### src/rtl/rect_draw_sequencer_if.sv
// Shared GPU op type plus the bus bundle between game logic, the draw sequencer and the GPU op FIFO.
package rect_draw_pkg;
  localparam int OP_COORD_W = 16;
  localparam int COLOR_W    = 16;
  localparam int MEM_ADDR_W = 16;
  localparam int SCALE_W    = 4;

  typedef struct packed {
    logic [OP_COORD_W-1:0] x;
    logic [OP_COORD_W-1:0] y;
    logic [OP_COORD_W-1:0] width;
    logic [OP_COORD_W-1:0] height;
    logic [COLOR_W-1:0]    color;
    logic                  mem_en;
    logic [MEM_ADDR_W-1:0] mem_addr;
    logic [SCALE_W-1:0]    scale;
  } gpu_op_t;
endpackage

// Handshake: an op is accepted by the FIFO on every ce-qualified clock where
// op_wr_en=1; op_wr_en is only raised when op_full was low, and op is stable while it is high.
interface rect_draw_sequencer_if #(
  parameter int SLOTS   = 8,
  parameter int COORD_W = 12
);
  import rect_draw_pkg::*;
  localparam int IDX_W = (SLOTS > 1) ? $clog2(SLOTS) : 1;

  logic                  obj_wr_en;
  logic [IDX_W-1:0]      obj_wr_idx;
  logic                  obj_wr_valid;
  logic [COORD_W-1:0]    obj_wr_x;
  logic [COORD_W-1:0]    obj_wr_y;
  logic [COORD_W-1:0]    obj_wr_w;
  logic [COORD_W-1:0]    obj_wr_h;
  logic [COLOR_W-1:0]    obj_wr_color;
  logic                  obj_wr_mem_en;
  logic [MEM_ADDR_W-1:0] obj_wr_mem_addr;
  logic [SCALE_W-1:0]    obj_wr_scale;
  gpu_op_t               op;
  logic                  op_wr_en;
  logic                  op_full;

  modport master (
    output obj_wr_en, obj_wr_idx, obj_wr_valid, obj_wr_x, obj_wr_y, obj_wr_w, obj_wr_h,
    output obj_wr_color, obj_wr_mem_en, obj_wr_mem_addr, obj_wr_scale,
    input  op, op_wr_en,
    output op_full
  );

  modport slave (
    input  obj_wr_en, obj_wr_idx, obj_wr_valid, obj_wr_x, obj_wr_y, obj_wr_w, obj_wr_h,
    input  obj_wr_color, obj_wr_mem_en, obj_wr_mem_addr, obj_wr_scale,
    output op, op_wr_en,
    input  op_full
  );
endinterface

### src/rtl/rect_draw_sequencer.sv
// Per-frame draw sequencer: optional clear op, then one clipped op per valid object slot,
// pushed into the GPU op FIFO; then waits for the buffer swap.
module rect_draw_sequencer
  import rect_draw_pkg::*;
#(
  parameter int HOR_ACTIVE_PIXELS = 640,
  parameter int VER_ACTIVE_PIXELS = 480,
  parameter int SLOTS             = 8,
  parameter int COORD_W           = 12,
  parameter bit CLEAR_EN          = 1'b1,
  parameter int CLEAR_COLOR       = 0
) (
  input  logic                        clk,
  input  logic                        rst,
  input  logic                        ce,
  input  logic                        start,
  input  logic                        swap,
  rect_draw_sequencer_if.slave        bus,
  output logic                        busy,
  output logic                        status_wait_gpu,
  output logic                        frame_done,
  output logic [$clog2(SLOTS+2)-1:0]  ops_issued,
  output logic [2:0]                  state_dbg
);
  localparam int IDX_W  = (SLOTS > 1) ? $clog2(SLOTS) : 1;
  localparam int IDXC_W = $clog2(SLOTS + 1);
  localparam int OPS_W  = $clog2(SLOTS + 2);
  localparam int CW     = COORD_W + 1;
  localparam logic signed [CW-1:0] HOR_S = CW'(HOR_ACTIVE_PIXELS);
  localparam logic signed [CW-1:0] VER_S = CW'(VER_ACTIVE_PIXELS);

  typedef enum logic [2:0] {
    S_IDLE      = 3'd0,
    S_CLEAR     = 3'd1,
    S_FETCH     = 3'd2,
    S_CLIP      = 3'd3,
    S_ISSUE     = 3'd4,
    S_WAIT_SWAP = 3'd5
  } state_t;

  typedef struct packed {
    logic [COORD_W-1:0]    x;
    logic [COORD_W-1:0]    y;
    logic [COORD_W-1:0]    w;
    logic [COORD_W-1:0]    h;
    logic [COLOR_W-1:0]    color;
    logic                  mem_en;
    logic [MEM_ADDR_W-1:0] mem_addr;
    logic [SCALE_W-1:0]    scale;
  } slot_t;

  state_t            state;
  slot_t             slot_mem [SLOTS];
  logic [SLOTS-1:0]  slot_valid;
  slot_t             cur;
  logic              cur_valid;
  logic [IDXC_W-1:0] idx;
  logic              from_slot;

  assign state_dbg = state;

  // Table writes are only safe while the FSM is not walking the table.
  logic             wr_ok;
  logic [IDX_W-1:0] wr_idx;
  assign wr_idx = bus.obj_wr_idx;
  assign wr_ok  = ce && bus.obj_wr_en && (int'(wr_idx) < SLOTS) &&
                  (state == S_IDLE || state == S_WAIT_SWAP);

  always_ff @(posedge clk) begin
    if (wr_ok) begin
      slot_mem[wr_idx] <= '{x: bus.obj_wr_x, y: bus.obj_wr_y, w: bus.obj_wr_w, h: bus.obj_wr_h,
                            color: bus.obj_wr_color, mem_en: bus.obj_wr_mem_en,
                            mem_addr: bus.obj_wr_mem_addr, scale: bus.obj_wr_scale};
    end
  end

  // Two-axis clip of the fetched slot; sprites must be entirely on screen.
  logic signed [CW-1:0] x_s, y_s, xe, ye, sx, sy, ex, ey;
  logic                 visible, on_screen, take;

  always_comb begin
    x_s       = $signed({cur.x[COORD_W-1], cur.x});
    y_s       = $signed({cur.y[COORD_W-1], cur.y});
    xe        = x_s + $signed({1'b0, cur.w});
    ye        = y_s + $signed({1'b0, cur.h});
    sx        = (x_s < 0) ? '0 : x_s;
    sy        = (y_s < 0) ? '0 : y_s;
    ex        = (xe > HOR_S) ? HOR_S : xe;
    ey        = (ye > VER_S) ? VER_S : ye;
    visible   = cur_valid && (ex > sx) && (ey > sy);
    on_screen = (sx == x_s) && (sy == y_s) && (ex == xe) && (ey == ye);
    take      = visible && (!cur.mem_en || on_screen);
  end

  always_ff @(posedge clk) begin
    if (rst) begin
      state           <= S_IDLE;
      slot_valid      <= '0;
      bus.op          <= '0;
      bus.op_wr_en    <= 1'b0;
      busy            <= 1'b0;
      status_wait_gpu <= 1'b0;
      frame_done      <= 1'b0;
      ops_issued      <= '0;
      idx             <= '0;
      from_slot       <= 1'b0;
      cur             <= '0;
      cur_valid       <= 1'b0;
    end else if (ce) begin
      frame_done <= 1'b0;
      if (wr_ok) slot_valid[wr_idx] <= bus.obj_wr_valid;

      case (state)
        S_IDLE: begin
          if (start) begin
            ops_issued <= '0;
            idx        <= '0;
            busy       <= 1'b1;
            state      <= CLEAR_EN ? S_CLEAR : S_FETCH;
          end
        end
        S_CLEAR: begin
          bus.op          <= '{x: '0, y: '0,
                               width: OP_COORD_W'(HOR_ACTIVE_PIXELS),
                               height: OP_COORD_W'(VER_ACTIVE_PIXELS),
                               color: COLOR_W'(CLEAR_COLOR), mem_en: 1'b0,
                               mem_addr: '0, scale: '0};
          from_slot       <= 1'b0;
          status_wait_gpu <= 1'b1;
          state           <= S_ISSUE;
        end
        S_FETCH: begin
          if (idx == IDXC_W'(SLOTS)) begin
            frame_done <= 1'b1;
            state      <= S_WAIT_SWAP;
          end else begin
            cur       <= slot_mem[idx[IDX_W-1:0]];
            cur_valid <= slot_valid[idx[IDX_W-1:0]];
            state     <= S_CLIP;
          end
        end
        S_CLIP: begin
          if (take) begin
            bus.op          <= '{x: OP_COORD_W'(sx), y: OP_COORD_W'(sy),
                                 width: OP_COORD_W'(ex - sx), height: OP_COORD_W'(ey - sy),
                                 color: cur.color, mem_en: cur.mem_en,
                                 mem_addr: cur.mem_addr, scale: cur.scale};
            from_slot       <= 1'b1;
            status_wait_gpu <= 1'b1;
            state           <= S_ISSUE;
          end else begin
            idx   <= idx + 1'b1;
            state <= S_FETCH;
          end
        end
        S_ISSUE: begin
          // Strobe lasts exactly one ce-cycle; op_full is ignored once it is raised.
          if (bus.op_wr_en) begin
            bus.op_wr_en    <= 1'b0;
            status_wait_gpu <= 1'b0;
            if (from_slot) idx <= idx + 1'b1;
            state <= S_FETCH;
          end else if (!bus.op_full) begin
            bus.op_wr_en <= 1'b1;
            ops_issued   <= ops_issued + OPS_W'(1);
          end
        end
        S_WAIT_SWAP: begin
          if (swap) begin
            busy  <= 1'b0;
            state <= S_IDLE;
          end
        end
        default: begin
          busy  <= 1'b0;
          state <= S_IDLE;
        end
      endcase
    end
  end
endmodule

### src/flat_wrapper.sv
// flat-port wrapper written by rule: the top's interface ports become plain ports
module rect_draw_sequencer_flat import rect_draw_pkg::*;
#(
  parameter int HOR_ACTIVE_PIXELS = 640,
  parameter int VER_ACTIVE_PIXELS = 480,
  parameter int SLOTS             = 8,
  parameter int COORD_W           = 12,
  parameter bit CLEAR_EN          = 1'b1,
  parameter int CLEAR_COLOR       = 0
)
  (clk, rst, ce, start, swap, busy, status_wait_gpu, frame_done, ops_issued, state_dbg, bus_obj_wr_en, bus_obj_wr_idx, bus_obj_wr_valid, bus_obj_wr_x, bus_obj_wr_y, bus_obj_wr_w, bus_obj_wr_h, bus_obj_wr_color, bus_obj_wr_mem_en, bus_obj_wr_mem_addr, bus_obj_wr_scale, bus_op, bus_op_wr_en, bus_op_full);
  rect_draw_sequencer_if #(.SLOTS(SLOTS), .COORD_W(COORD_W)) bus_i ();
  input  logic clk;
  input  logic rst;
  input  logic ce;
  input  logic start;
  input  logic swap;
  output logic busy;
  output logic status_wait_gpu;
  output logic frame_done;
  output logic [$clog2(SLOTS+2)-1:0] ops_issued;
  output logic [2:0] state_dbg;
  input wire logic [$bits(bus_i.obj_wr_en)-1:0] bus_obj_wr_en;
  input wire logic [$bits(bus_i.obj_wr_idx)-1:0] bus_obj_wr_idx;
  input wire logic [$bits(bus_i.obj_wr_valid)-1:0] bus_obj_wr_valid;
  input wire logic [$bits(bus_i.obj_wr_x)-1:0] bus_obj_wr_x;
  input wire logic [$bits(bus_i.obj_wr_y)-1:0] bus_obj_wr_y;
  input wire logic [$bits(bus_i.obj_wr_w)-1:0] bus_obj_wr_w;
  input wire logic [$bits(bus_i.obj_wr_h)-1:0] bus_obj_wr_h;
  input wire logic [$bits(bus_i.obj_wr_color)-1:0] bus_obj_wr_color;
  input wire logic [$bits(bus_i.obj_wr_mem_en)-1:0] bus_obj_wr_mem_en;
  input wire logic [$bits(bus_i.obj_wr_mem_addr)-1:0] bus_obj_wr_mem_addr;
  input wire logic [$bits(bus_i.obj_wr_scale)-1:0] bus_obj_wr_scale;
  output wire logic [$bits(bus_i.op)-1:0] bus_op;
  output wire logic [$bits(bus_i.op_wr_en)-1:0] bus_op_wr_en;
  input wire logic [$bits(bus_i.op_full)-1:0] bus_op_full;
  assign bus_i.obj_wr_en = bus_obj_wr_en;
  assign bus_i.obj_wr_idx = bus_obj_wr_idx;
  assign bus_i.obj_wr_valid = bus_obj_wr_valid;
  assign bus_i.obj_wr_x = bus_obj_wr_x;
  assign bus_i.obj_wr_y = bus_obj_wr_y;
  assign bus_i.obj_wr_w = bus_obj_wr_w;
  assign bus_i.obj_wr_h = bus_obj_wr_h;
  assign bus_i.obj_wr_color = bus_obj_wr_color;
  assign bus_i.obj_wr_mem_en = bus_obj_wr_mem_en;
  assign bus_i.obj_wr_mem_addr = bus_obj_wr_mem_addr;
  assign bus_i.obj_wr_scale = bus_obj_wr_scale;
  assign bus_op = bus_i.op;
  assign bus_op_wr_en = bus_i.op_wr_en;
  assign bus_i.op_full = bus_op_full;
  rect_draw_sequencer #(.HOR_ACTIVE_PIXELS(HOR_ACTIVE_PIXELS), .VER_ACTIVE_PIXELS(VER_ACTIVE_PIXELS), .SLOTS(SLOTS), .COORD_W(COORD_W), .CLEAR_EN(CLEAR_EN), .CLEAR_COLOR(CLEAR_COLOR)) u_core (.clk(clk), .rst(rst), .ce(ce), .start(start), .swap(swap), .bus(bus_i), .busy(busy), .status_wait_gpu(status_wait_gpu), .frame_done(frame_done), .ops_issued(ops_issued), .state_dbg(state_dbg));
endmodule
### config.mk
export PLATFORM = sky130hd
export DESIGN_NAME = rect_draw_sequencer_flat
export DESIGN_NICKNAME = d
export VERILOG_FILES = /design/src/rtl/rect_draw_sequencer_if.sv /design/src/rtl/rect_draw_sequencer.sv /design/src/flat_wrapper.sv
export SDC_FILE = /design/constraint.sdc
export NUM_CORES = 1
export LEC_CHECK = 0
export CORE_ASPECT_RATIO = 0.7
export CORE_UTILIZATION = 35
export CTS_BUF_LIST = sky130_fd_sc_hd__clkbuf_2
export DETAILED_ROUTE_END_ITERATION = 10
export GPL_TIMING_DRIVEN = 1
export PLACE_DENSITY_LB_ADDON = 0.1
export SYNTH_ARGS = -nofsm -noshare
export SYNTH_HDL_FRONTEND = slang
export SYNTH_SLANG_ARGS = --single-unit
### constraint.sdc
create_clock -name clk -period 19.6 [get_ports clk]
set_clock_uncertainty 0.05 [all_clocks]
set_input_delay 2.94 -clock clk [delete_from_list [all_inputs] [get_ports clk]]
set_output_delay 2.94 -clock clk [all_outputs]
set_load 0.05 [all_outputs]
== Word-level counts from Yosys, hierarchy flattened ==
Memory sizes are Yosys's and may differ from the RTL's. A register that Yosys moved wholly into a read port is not among the register bits.
Cells that the tools add are included.
Operators by class
  muxes and demuxes: 38
  equal/unequal tests: 18
  reduce and logical (&&, ||, !) cells: 27
  $lt $le $gt $ge: 9
  bitwise operators: 2
  $add $sub $neg: 6
Operators by type and width (number)
  $pmux 101 s2: 1
  $mux 101: 1
  $mux 13: 4
  $sub 13x13->14: 2
  $add 12x13->13: 2
  $eq 13x12->1: 2
  $eq 13x13->1: 2
  $gt 13x13->1: 2
  $lt 12x1->1 const B: 2
  $mux 4: 6
  $pmux 3 s6: 1
  $mux 3: 5
  $gt 13x10->1 const B: 1
  $gt 13x11->1 const B: 1
  $mux 1: 12
  $pmux 4 s3: 1
  $reduce_and 4->1: 3
  $ne 2x2->1 const B: 5
  $logic_and 1x1->1: 9
  $add 4x1->4 const B: 2
  $bwmux 8: 1
  $lt 3x4->1 const B: 2
  $pmux 4 s2: 1
  $eq 3x2->1 const B: 2
  20 further kinds: 30
Storage, ports and cells
  logic and storage cells: 119
  RAM bits: 680
  input port bits: 96
  flip-flop bits (word level): 126
  memories: 1
Memory list
  u_core.slot_mem: depth 8, width 85, rd ports 1, clocked after Yosys merged registers in 1, write ports 1, line rect_draw_sequencer.sv:53  | slot_t slot_mem [SLOTS];

== Logic depth before layout (Yosys ltp) ==
  word-level depth: 10
  mapped depth: 25

== Worst setup path after synthesis ==
No wires, ideal clock.
  kind: in2reg
  start point: in ce
  end point: reg u_core.slot_valid[1]
  setup slack: 9.608 ns
  arrival time: 9.814 ns
  buffers on the path: 0
  stages: 6
  required time: 19.422 ns
  library setup time: 0.128 ns
  cell sequence: inv_1 nor3_1 nand2_1 nor3_1 mux2i_1 nor2_1
Between the ends
  longest elaborated chain between the ends: 3
Ends and longest elaborated chain
  start, declared: line flat_wrapper.sv:15  | input logic ce;
  $logic_and 1x1->1 (2 in a row): line rect_draw_sequencer.sv:66  | assign wr_ok = ce && bus.obj_wr_en && (int'(wr_idx) < SLOTS) &&
  $reduce_and 2->1 (no source line) *
  end signal, assigned by index: line rect_draw_sequencer.sv:111  | if (wr_ok) slot_valid[wr_idx] <= bus.obj_wr_valid;
  end, declared: line rect_draw_sequencer.sv:54  | logic [SLOTS-1:0] slot_valid;
Every way passes the cells marked *; elsewhere a longest branch is shown, timed or not.
A chain may end at the register's enable or synchronous reset.

== Worst setup path in the final report ==
  start point: reg u_core.cur[49] (netlist bit)
  end point: reg, netlist name u_core.bus.op[35]
Between the ends
  longest elaborated chain between the ends: 10
  elaborated cells on any way between the ends: 13
  those cells by class: add/sub (1); order compare (2); eq/ne (2); mux (1); reduce/logical (7)
Ends and longest elaborated chain
  start, declared: line rect_draw_sequencer.sv:55  | slot_t cur;
  start signal, assigned: line rect_draw_sequencer.sv:137  | cur <= slot_mem[idx[IDX_W-1:0]];
  $add 12x13->13 *: line rect_draw_sequencer.sv:84  | xe = x_s + $signed({1'b0, cur.w});
  parallel branches: the longest is 6 deep, another holds $gt 13x11->1
  $logic_and 1x1->1 *: line rect_draw_sequencer.sv:92  | take = visible && (!cur.mem_en || on_screen);
  $ne 2x1->1 (no source line) *
  $reduce_and 3->1 (no source line) *
Mark *: on every way between the ends.

==> impl_metrics.json <==
{
  "drive_above_1_share_pct": 22.7,
  "start_util_pct": 35.4,
  "worst_slew_pin_slew_ps": 1100,
  "synthXorXnorAreaFrac_pct": 0.605,
  "hold_path.class": "flop to flop",
  "cts_setup_buffers": 0,
  "insertion_delay_ps": 1520,
  "status": "complete, no violations",
  "grt_max_degree": 126,
  "area_growth_pct": 16.0,
  "yosysSeqAreaShare_pct": 70.1,
  "holdBufCountCts": 0,
  "fmax_mhz": 137,
  "die_h_um": 266,
  "place.port_buffers": 197,
  "async_flop_share_pct": 0,
  "yosys_warnings": 0,
  "power.leakage_nw": 13.2,
  "cts_buffer_depth": 3,
  "hpwl_um": 53600,
  "ctsResizeCount": 0,
  "synth-adder-area-share_pct": 1.99,
  "avgRoutedWirePerCell_um": 23.9,
  "path_cells": "ha_1, fa_1, a21o_1, a211oi_1, o221ai_1, or3_1, a32oi_1, o22ai_1, and2_0, inv_1, nand2_1, ha_1, fa_1, nand2b_1, a21oi_1, nor4_1, o31ai_1, o2111ai_1, nand2b_1, a211oi_2, a21oi_4, buf_4, a22o_1",
  "setup_slack_ps": 12320,
  "cts-root-buf": "clkbuf_2",
  "synth_top_family_by_area": "multiplexers",
  "first_pass_iters": 5,
  "grt_pass1_vias": 20700,
  "slowest_delay_ps": 660,
  "place_ws_ps": 12330,
  "grtUsageTotal_pct": 18.7,
  "maxSlewHeadroom_pct": 26.4,
  "antenna_found_initial": 11,
  "viasPerCell": 5.08,
  "drt-initial-drc-count": 1230,
  "hold_viol": 0,
  "grt_setup_unrepaired": "false",
  "slew_violations": 0,
  "numClockSinks": 877,
  "cp_data_arrival_time_ps": 8580,
  "cts_tree": "done",
  "setup_viol": 0,
  "io-pin-count": 208,
  "required_ps": 20890,
  "path_class": "flop to flop",
  "gr-total-overflow": 0,
  "synth-simple-area-share_pct": 4.70,
  "startpoint_type": "flop",
  "cp_max_fo": 54,
  "grt_pass1_wl_um": 136000,
  "gp_congestion": 0.856,
  "mappedNetlistArea_um2": 34700,
  "routed_wl_um": 93000,
  "fin_crit_sh_pct": 37.2,
  "tns_ps": 0,
  "p_per_area_nw_per_um2": 89.2,
  "synth_cells": 2062,
  "fillCellCount": 8976,
  "num_vias": 19800,
  "synth.area.mux_share_pct": 13.2,
  "die_x_um": 379,
  "core_area_um2": 98100,
  "synth_compound_area_share_pct": 7.56,
  "end_kind": "flop",
  "synth_edf_count": 680,
  "num_rows": 96,
  "worst_path_max_delay_cell": "a211oi_2",
  "route.detailed.drc": 0,
  "numCtsBuffers": 211,
  "synth_flop_cell": "edfxtp_1",
  "fin_crit_ps": 7280,
  "clk_pin_slew_ps": 110,
  "synthDistinctLibCells": 71,
  "htree_levels": 4,
  "final_antenna_net_count": 0,
  "final_net_count": 2535,
  "ir_worst_vdd_uv": 46.8,
  "ys_ff_latch": 877,
  "drv_cap": 0,
  "avgSynthCellArea_um2": 16.9,
  "die_area_um2": 101000
}
## final timing paths
kind                                  startpoint                 to  slack [ps]  cells past startpoint
worst min-delay path            u_core.from_slot   u_core.from_slot         420                      1
worst min register to register  u_core.from_slot   u_core.from_slot         420                      1
worst max register to register    u_core.cur[49]  u_core.bus.op[35]       12320                     23
worst max-delay path              u_core.cur[49]  u_core.bus.op[35]       12320                     23
## critical path, delay by kind of cell, from the launching register on
| family | cells | cell delay, ps |
|---|---|---|
| AO/OA/AOI/OAI | 11 | 3270 |
| AND/OR/NAND/NOR | 6 | 1390 |
| adder cells (fa/ha/maj) | 4 | 1340 |
| buffers and inverters | 2 | 640 |
| flip-flops | 1 | 330 |
## layout make-up
class	count	area, µm²	share of cell area, %
Sequential cell	877	24400	60.5
Inverter	24	90.1	0.223
Clock inverter	74	474	1.18
Tap cell	1323	1660	4.11
Antenna cell	5	12.5	0.0310
Timing Repair Buffer	230	2230	5.53
Clock buffer	325	1630	4.03
Multi-Input combinational cell	1042	9850	24.4
## metal layers
metal,vias to the layer above,share of wire [%],GRT usage (%),wire [µm]
met5,-,0.098,0,91
met4,14,1.6,5.96,1460
met3,135,5.6,4.49,5230
met2,491,47,29.3,43400
met1,10200,46,25.5,42800
li1,9023,-,-,-
## registers in the layout (all words and copies together) (netlist names)
name                    flops
u_core.cur                 85
u_core.status_wait_gpu      1
u_core.from_slot            1
u_core.frame_done           1
u_core.slot_mem           680
u_core.state_dbg            3
u_core.cur_valid            1
u_core.slot_valid           8
u_core.busy                 1
u_core.bus.op_wr_en         1
u_core.bus.op              87
u_core.ops_issued           4
u_core.idx                  4
## layout by cell type (no fill, tap or decap), types with 15 or more instances in the layout
cell type        netlist  layout
clkbuf_2               0     325
clkinv_1               0      49
ha_1                  49      49
buf_4                 15      33
a32o_1                22      22
mux4_2               172     172
nand2b_1              16      16
a22o_1                55      55
a311oi_1              25      25
xnor2_1               15      15
nand2_1              115     115
nor2_1               143     137
dfxtp_1              197     194
nor3_1                20      17
mux2i_1               71      71
edfxtp_1             680     680
a21o_1                24      24
a211oi_1              75      75
a21oi_1               48      48
clkdlybuf4s50_1        0     196
o21ai_0               29      29
inv_1                 23      23
## report_power, final
| part | internal, mW | leakage, nW | switching, mW |
|---|---|---|---|
| registers | 2.02 | 7.73 | 0.0156 |
| logic | 0.120 | 3.90 | 0.158 |
| clock network | 0.525 | 1.57 | 0.754 |
| total | 2.67 | 13.2 | 0.927 |
## synthesized netlist by cell type (all sizes together) (3+ instances only)
master,number,area share (%)
a211oi,76,1.7
mux2i,71,2.0
mux4,172,11
ha,49,1.8
and3,7,0.13
a21boi,5,0.11
a21oi,49,0.72
xor2,9,0.23
dfxtp,197,11
a311oi,26,0.67
clkbuf,81,0.87
a22o,55,1.4
a32o,22,0.63
nor4,5,0.13
edfxtp,680,59
nand4,9,0.16
xnor2,15,0.38
and2,12,0.22
o311ai,3,0.097
fa,4,0.23
nor2,143,1.5
a22oi,3,0.065
buf,47,0.69
or3,4,0.072
a31o,3,0.076
o31ai,6,0.13
a2111oi,3,0.076
nand3b,5,0.11
o2111ai,3,0.076
o21a,10,0.22
a21o,24,0.52
nand3,10,0.14
nand2b,16,0.29
nor2b,11,0.20
or2,4,0.072
a31oi,4,0.072
inv,24,0.26
o21ai,30,0.43
o31a,5,0.13
nor3,20,0.29
nand2,115,1.2
## logic make-up after synthesis
group	after synthesis
AOI/OAI and AO/OA	347
xor gates and xnor gates	24
DFF	877
adders and majority gates	53
and+or+nand+nor	365
muxes	243
other	1
buffers and inverters	152
## metrics by stage
step	total power, mW	instance area [µm²]	cells	hold WS, ps	utilization, %
6_report	3.60	40300	3900	421	41.1
5_1_grt	3.77	40300	3897	438	41.1
4_1_cts	3.66	40300	3895	423	41.1
3_5_place_dp	2.36	38200	3496	398	38.9
3_3_place_gp	2.36	38200	3496	391	38.9
2_1_floorplan	2.27	34800	2071	376	-
No activity file was read; power rests on OpenSTA's default activity.
